`src/rtl/wb_stage.sv`:
```
// wb_stage: writeback stage of the in-order RISC-V core.
// It takes one instruction per cycle from the memory stage through a valid/ready
// handshake and writes the result to the integer register file.
// - Non-load results are written in the cycle after they are accepted.
// - Loads wait for the data-memory response. The stage then extracts and extends
//   the addressed lane and writes it in the following cycle.
//
// Ports:
//   clk, reset_n             clock; asynchronous active-low reset
//   mem_valid_i/mem_ready_o  handshake with the memory stage
//   mem_rd_we_i/mem_rd_adr_i destination write-enable and register
//   mem_result_i             ALU/CSR result (ignored for loads)
//   mem_is_load_i            instruction is a load
//   mem_load_size_i          00 byte, 01 half, 10/11 word
//   mem_load_unsigned_i      zero-extend when 1
//   mem_load_offset_i        load address bits [1:0]
//   dmem_rsp_valid_i/_data_i data memory read response (aligned word)
//   write_valid_o/_adr_o/_data_o  register file write port
//   wb_pend_valid_o/_adr_o   outstanding load destination, for load-use stalls
//   wb_retire_o              one-cycle pulse per completed instruction
//   spurious_rsp_o           sticky: response seen with no load pending
module wb_stage #(
    parameter int XLEN    = 32,
    parameter int NB_REGS = 5
) (
    input  logic               clk,
    input  logic               reset_n,
    input  logic               mem_valid_i,
    output logic               mem_ready_o,
    input  logic               mem_rd_we_i,
    input  logic [NB_REGS-1:0] mem_rd_adr_i,
    input  logic [XLEN-1:0]    mem_result_i,
    input  logic               mem_is_load_i,
    input  logic [1:0]         mem_load_size_i,
    input  logic               mem_load_unsigned_i,
    input  logic [1:0]         mem_load_offset_i,
    input  logic               dmem_rsp_valid_i,
    input  logic [XLEN-1:0]    dmem_rsp_data_i,
    output logic               write_valid_o,
    output logic [NB_REGS-1:0] write_adr_o,
    output logic [XLEN-1:0]    write_data_o,
    output logic               wb_pend_valid_o,
    output logic [NB_REGS-1:0] wb_pend_adr_o,
    output logic               wb_retire_o,
    output logic               spurious_rsp_o
);

    typedef enum logic [1:0] {
        EMPTY,
        WAIT_RSP,
        WRITE
    } state_t;

    state_t state, state_next;

    logic [NB_REGS-1:0] rd_adr;
    logic               rd_we;
    logic [XLEN-1:0]    data;
    logic [1:0]         size;
    logic               is_unsigned;
    logic [1:0]         offset;
    logic               spurious;

    logic               accept;
    logic               rsp_take;
    logic [7:0]         lane_byte;
    logic [15:0]        lane_half;
    logic [XLEN-1:0]    load_value;

    // Ready is gated by reset_n so that every output reads 0 while reset is held.
    assign mem_ready_o = reset_n & ((state == EMPTY) | (state == WRITE));
    assign accept      = mem_valid_i & mem_ready_o;
    assign rsp_take    = (state == WAIT_RSP) & dmem_rsp_valid_i;

    // Lane extraction from the aligned response word.
    always_comb begin
        lane_byte  = dmem_rsp_data_i[{offset, 3'b000} +: 8];
        lane_half  = dmem_rsp_data_i[{offset[1], 4'b0000} +: 16];
        load_value = dmem_rsp_data_i;
        unique case (size)
            2'b00:   load_value = {{(XLEN-8){lane_byte[7] & ~is_unsigned}}, lane_byte};
            2'b01:   load_value = {{(XLEN-16){lane_half[15] & ~is_unsigned}}, lane_half};
            default: load_value = dmem_rsp_data_i;
        endcase
    end

    always_ff @(posedge clk or negedge reset_n) begin
        if (!reset_n) begin
            state <= EMPTY;
        end else begin
            state <= state_next;
        end
    end

    always_comb begin
        state_next      = state;
        write_valid_o   = 1'b0;
        wb_retire_o     = 1'b0;
        wb_pend_valid_o = 1'b0;
        wb_pend_adr_o   = '0;
        unique case (state)
            EMPTY: begin
                if (accept) state_next = mem_is_load_i ? WAIT_RSP : WRITE;
            end
            WAIT_RSP: begin
                wb_pend_valid_o = rd_we & (rd_adr != '0);
                if (wb_pend_valid_o) wb_pend_adr_o = rd_adr;
                if (dmem_rsp_valid_i) state_next = WRITE;
            end
            WRITE: begin
                wb_retire_o   = 1'b1;
                write_valid_o = rd_we & (rd_adr != '0);
                if (accept) state_next = mem_is_load_i ? WAIT_RSP : WRITE;
                else        state_next = EMPTY;
            end
            default: state_next = EMPTY;
        endcase
    end

    always_ff @(posedge clk or negedge reset_n) begin
        if (!reset_n) begin
            rd_adr      <= '0;
            rd_we       <= 1'b0;
            data        <= '0;
            size        <= '0;
            is_unsigned <= 1'b0;
            offset      <= '0;
            spurious    <= 1'b0;
        end else begin
            if (accept) begin
                rd_adr      <= mem_rd_adr_i;
                rd_we       <= mem_rd_we_i;
                data        <= mem_result_i;
                size        <= mem_load_size_i;
                is_unsigned <= mem_load_unsigned_i;
                offset      <= mem_load_offset_i;
            end else if (rsp_take) begin
                data <= load_value;
            end
            if (dmem_rsp_valid_i && state != WAIT_RSP) spurious <= 1'b1;
        end
    end

    assign write_adr_o    = rd_adr;
    assign write_data_o   = data;
    assign spurious_rsp_o = spurious;

endmodule
```
`config.mk`:
```
export PLATFORM = sky130hd
export DESIGN_NAME = wb_stage
export DESIGN_NICKNAME = d
export VERILOG_FILES = /design/src/rtl/wb_stage.sv
export SDC_FILE = /design/constraint.sdc
export NUM_CORES = 1
export LEC_CHECK = 0
export CORE_MARGIN = 5
export CORE_UTILIZATION = 29
export CTS_CLUSTER_SIZE = 20
export DETAILED_ROUTE_END_ITERATION = 16
export SKIP_CTS_REPAIR_TIMING = 1
export SLEW_MARGIN = 20
export SYNTH_ARGS = -nofsm -noshare
export SYNTH_HDL_FRONTEND = slang
export SYNTH_SLANG_ARGS = --single-unit
```
`constraint.sdc`:
```
create_clock -name clk -period 1.8 [get_ports clk]
set_clock_uncertainty 0.05 [all_clocks]
set_input_delay 0.27 -clock clk [delete_from_list [all_inputs] [get_ports clk]]
set_output_delay 0.27 -clock clk [all_outputs]
set_load 0.02 [all_outputs]
```
==> metrics.cfg, run 1 <==
[status]
status=complete, but fails checks
violations=negative hold slack, negative setup slack

[worst_setup_path]
crit_arrival_ns=1.62
crit_fanout=2
end_kind=output port
worst_setup_path_start_kind=flip-flop
crit_type=flip-flop to output port
cp.required_ns=1.48

[place]
io_buffers=126
place_ws_ns=-0.2628
dp.cells=564
globalplace.congestion=0.8436
dp_hpwl_um=7535
place_area_um2=4347

[final_layout]
syn_to_final_growth_pct=68.96
fillers=854
fin_area_um2=4556
fin_nets=547
final_util=0.4977
final_cell_mix=116 x clkdlybuf4s50_1, 60 x nand2_1, 45 x dfrtp_1, 38 x buf_4
drive_above_1_share=0.1606
diodes=0
final_common_cell=clkdlybuf4s50_1
finalNonFillerCells=578

[global_route]
overflow=0
grt_pass1_vias=2866
grt_antenna_before_repair=0
grtUsageTotal=0.1652
grt_max_degree=36
grt_pass1_wl_um=15090

[logic_synthesis]
ys_seq_elements=46
ys_types=33
synth_top_family_by_area=simple AND/OR/NAND/NOR gates
yosysWarnings=0
synth.yosys.seq_area_share=0.4269
yosys.area_share.simple=0.2585
synth-edff-count=0
synth_compound_area_frac=0.2255
synth_xor_xnor_area_share=0
postSynth.topFlopCell=dfrtp_1
synth-async-reset-ratio=1.000
synthAdderAreaFrac=0
avgSynthCellArea_um2=8.587
syn_area_um2=2696
muxShareOfSynthArea=0.03898
postSynthCellCount=314
syn_nets=394

[route]
drc=0
wl_per_cell_um=16.92
ant_nets=0
first_iter_violations=150
wl_met2_um=4662
wl_met1_um=4533
vias=2891
top_layer=met4
dr_wl_met3_um=481
viasPerCell=5.002
routed_wl_um=9782
dr.pass1.iters=6

[power_and_ir_drop]
power_switching_mw=1.426
combPwrFrac=0.479
vdd_drop_max_mv=0.4664
p_sw_frac=0.3611
seqPwrFrac=0.361
finalPower_mw=3.949
power_leakage_nw=2.047
intPower_mw=2.523
cellPowerDensity_nw_per_um2=866.8
pwr-share-clk=0.160

[hold_path]
hold_class=primary input to async pin

[clocking]
worstSkewPairLatency_ns=0.30
cts_made_buffers=5
root_buffer=clkbuf_8
clk_pin_slew_ns=0.09
clkSinkCount=46
cts_tree=yes
cts_buffer_depth=2
htree_levels=2

[floorplanning]
die_x_um=106.4
die_h_um=106.4
initial_core_util=0.2946
pin_count=127
core_um2=9153
rows=35
die_area_um2=11330

[timing]
slew_viol_final=0
period_needed_ns=1.942
rsz0062_at_grt=yes
max_slew_margin=0.7072
setup_violations=2
max_freq_mhz=514.8
timing.final.crit_share=1.079
final-hold-violation-count=16
tightest_slew_ns=0.4282
worst_hold_slack_ns=-0.01977
fin_ws_ns=-0.1425

[flow_run]
maxCapViolations=0

## cell usage after synthesis, types with 2 or more instances
cell	instances	area, um^2
dfrtp_1	46	1151
buf_6	2	22.52
nor2b_1	5	31.28
a221oi_1	8	70.07
nand2_1	60	225.2
and3_1	5	31.28
nand3_1	16	80.08
a21oi_1	25	125.1
nor2_1	17	63.81
mux2_2	2	22.52
mux2i_1	6	60.06
nand2b_1	14	87.58
nand3b_1	17	127.6
o21ai_0	26	130.1
a2111oi_0	8	70.07
buf_2	12	60.06
nor3_1	2	10.01
a211o_1	16	140.1
clkbuf_1	13	48.80
## state kept, by name, indices dropped and copies added, names as in the netlist
name            count
write_data_o       32
offset              2
size                2
write_adr_o         5
state               2
spurious_rsp_o      1
rd_we               1
is_unsigned         1
## final timing paths
check | from | endpoint | slack (ns) | cells past startpoint
min reg2reg | spurious_rsp_o | spurious_rsp_o | 0.43 | 1
min | reset_n | rd_we | -0.02 | 2
max reg2reg | state[0] | write_data_o[22] | 0.07 | 7
max in group asynchronous | reset_n | write_data_o[13] | 1.00 | 3
min in group clk | spurious_rsp_o | spurious_rsp_o | 0.43 | 1
max | write_adr_o[4] | wb_pend_valid_o | -0.14 | 4
## worst max-delay path, stage by stage, from the launching register on
cell and delay [ns]:
dfrtp_1 0.39, or4_4 0.54, o21ai_2 0.18, nor2_1 0.06
buf_2 0.16
## cell families after synthesis
| logic type | after synthesis |
|---|---|
| simple gates | 141 |
| compound gates | 90 |
| flops | 46 |
| buf+inv | 28 |
| mux | 9 |
## metal layers
layer | up-vias | GRT usage
li1 | 1431 | -
met1 | 1359 | 0.2370
met2 | 92 | 0.2575
met3 | 9 | 0.03218
met4 | 0 | 0.03744
met5 | - | 0
## power groups by stage
stage	logic (mW)	clock network, mW	registers [mW]
final	1.89	0.633	1.42
after global routing	2.04	0.705	1.46
after CTS	1.84	0.657	1.42
after detailed placement	1.83	0	1.44
after global placement	1.81	0	1.44
after floorplan	0.606	0	1.69
## metrics by stage
| step | setup TNS [ns] | hold slack (ns) |
|---|---|---|
| 6_report | -0.2819 | -0.01977 |
| 5_1_grt | -0.5997 | 0.01722 |
| 4_1_cts | -3.197 | -0.2960 |
| 3_5_place_dp | -5.000 | 0.03143 |
| 3_3_place_gp | -3.975 | 0.03235 |
| 2_1_floorplan | 0 | -0.07559 |
## cell type report
type	count	area [um^2]	share of cell area
clock inverters	2	15.01	0.003296
repair buffers	173	1694	0.3719
multi-input cells	240	1483	0.3255
well taps	111	138.9	0.03049
inverters	1	3.754	0.0008239
flip-flops and latches	46	1152	0.2530
clock buffers	5	68.82	0.01511
No activity file was read; power rests on OpenSTA's default activity.
==> run 2, diff against run 1 <==
--- a/config.mk
+++ b/config.mk
@@ -7,6 +7,7 @@
 export LEC_CHECK = 0
 export CORE_MARGIN = 5
 export CORE_UTILIZATION = 29
+export CTS_BUF_LIST = sky130_fd_sc_hd__clkbuf_4 sky130_fd_sc_hd__clkbuf_8
 export CTS_CLUSTER_SIZE = 20
 export DETAILED_ROUTE_END_ITERATION = 16
 export SKIP_CTS_REPAIR_TIMING = 1
==> results of run 2 <==
The final DEF is identical to that of run 1; final timing and power are the same.
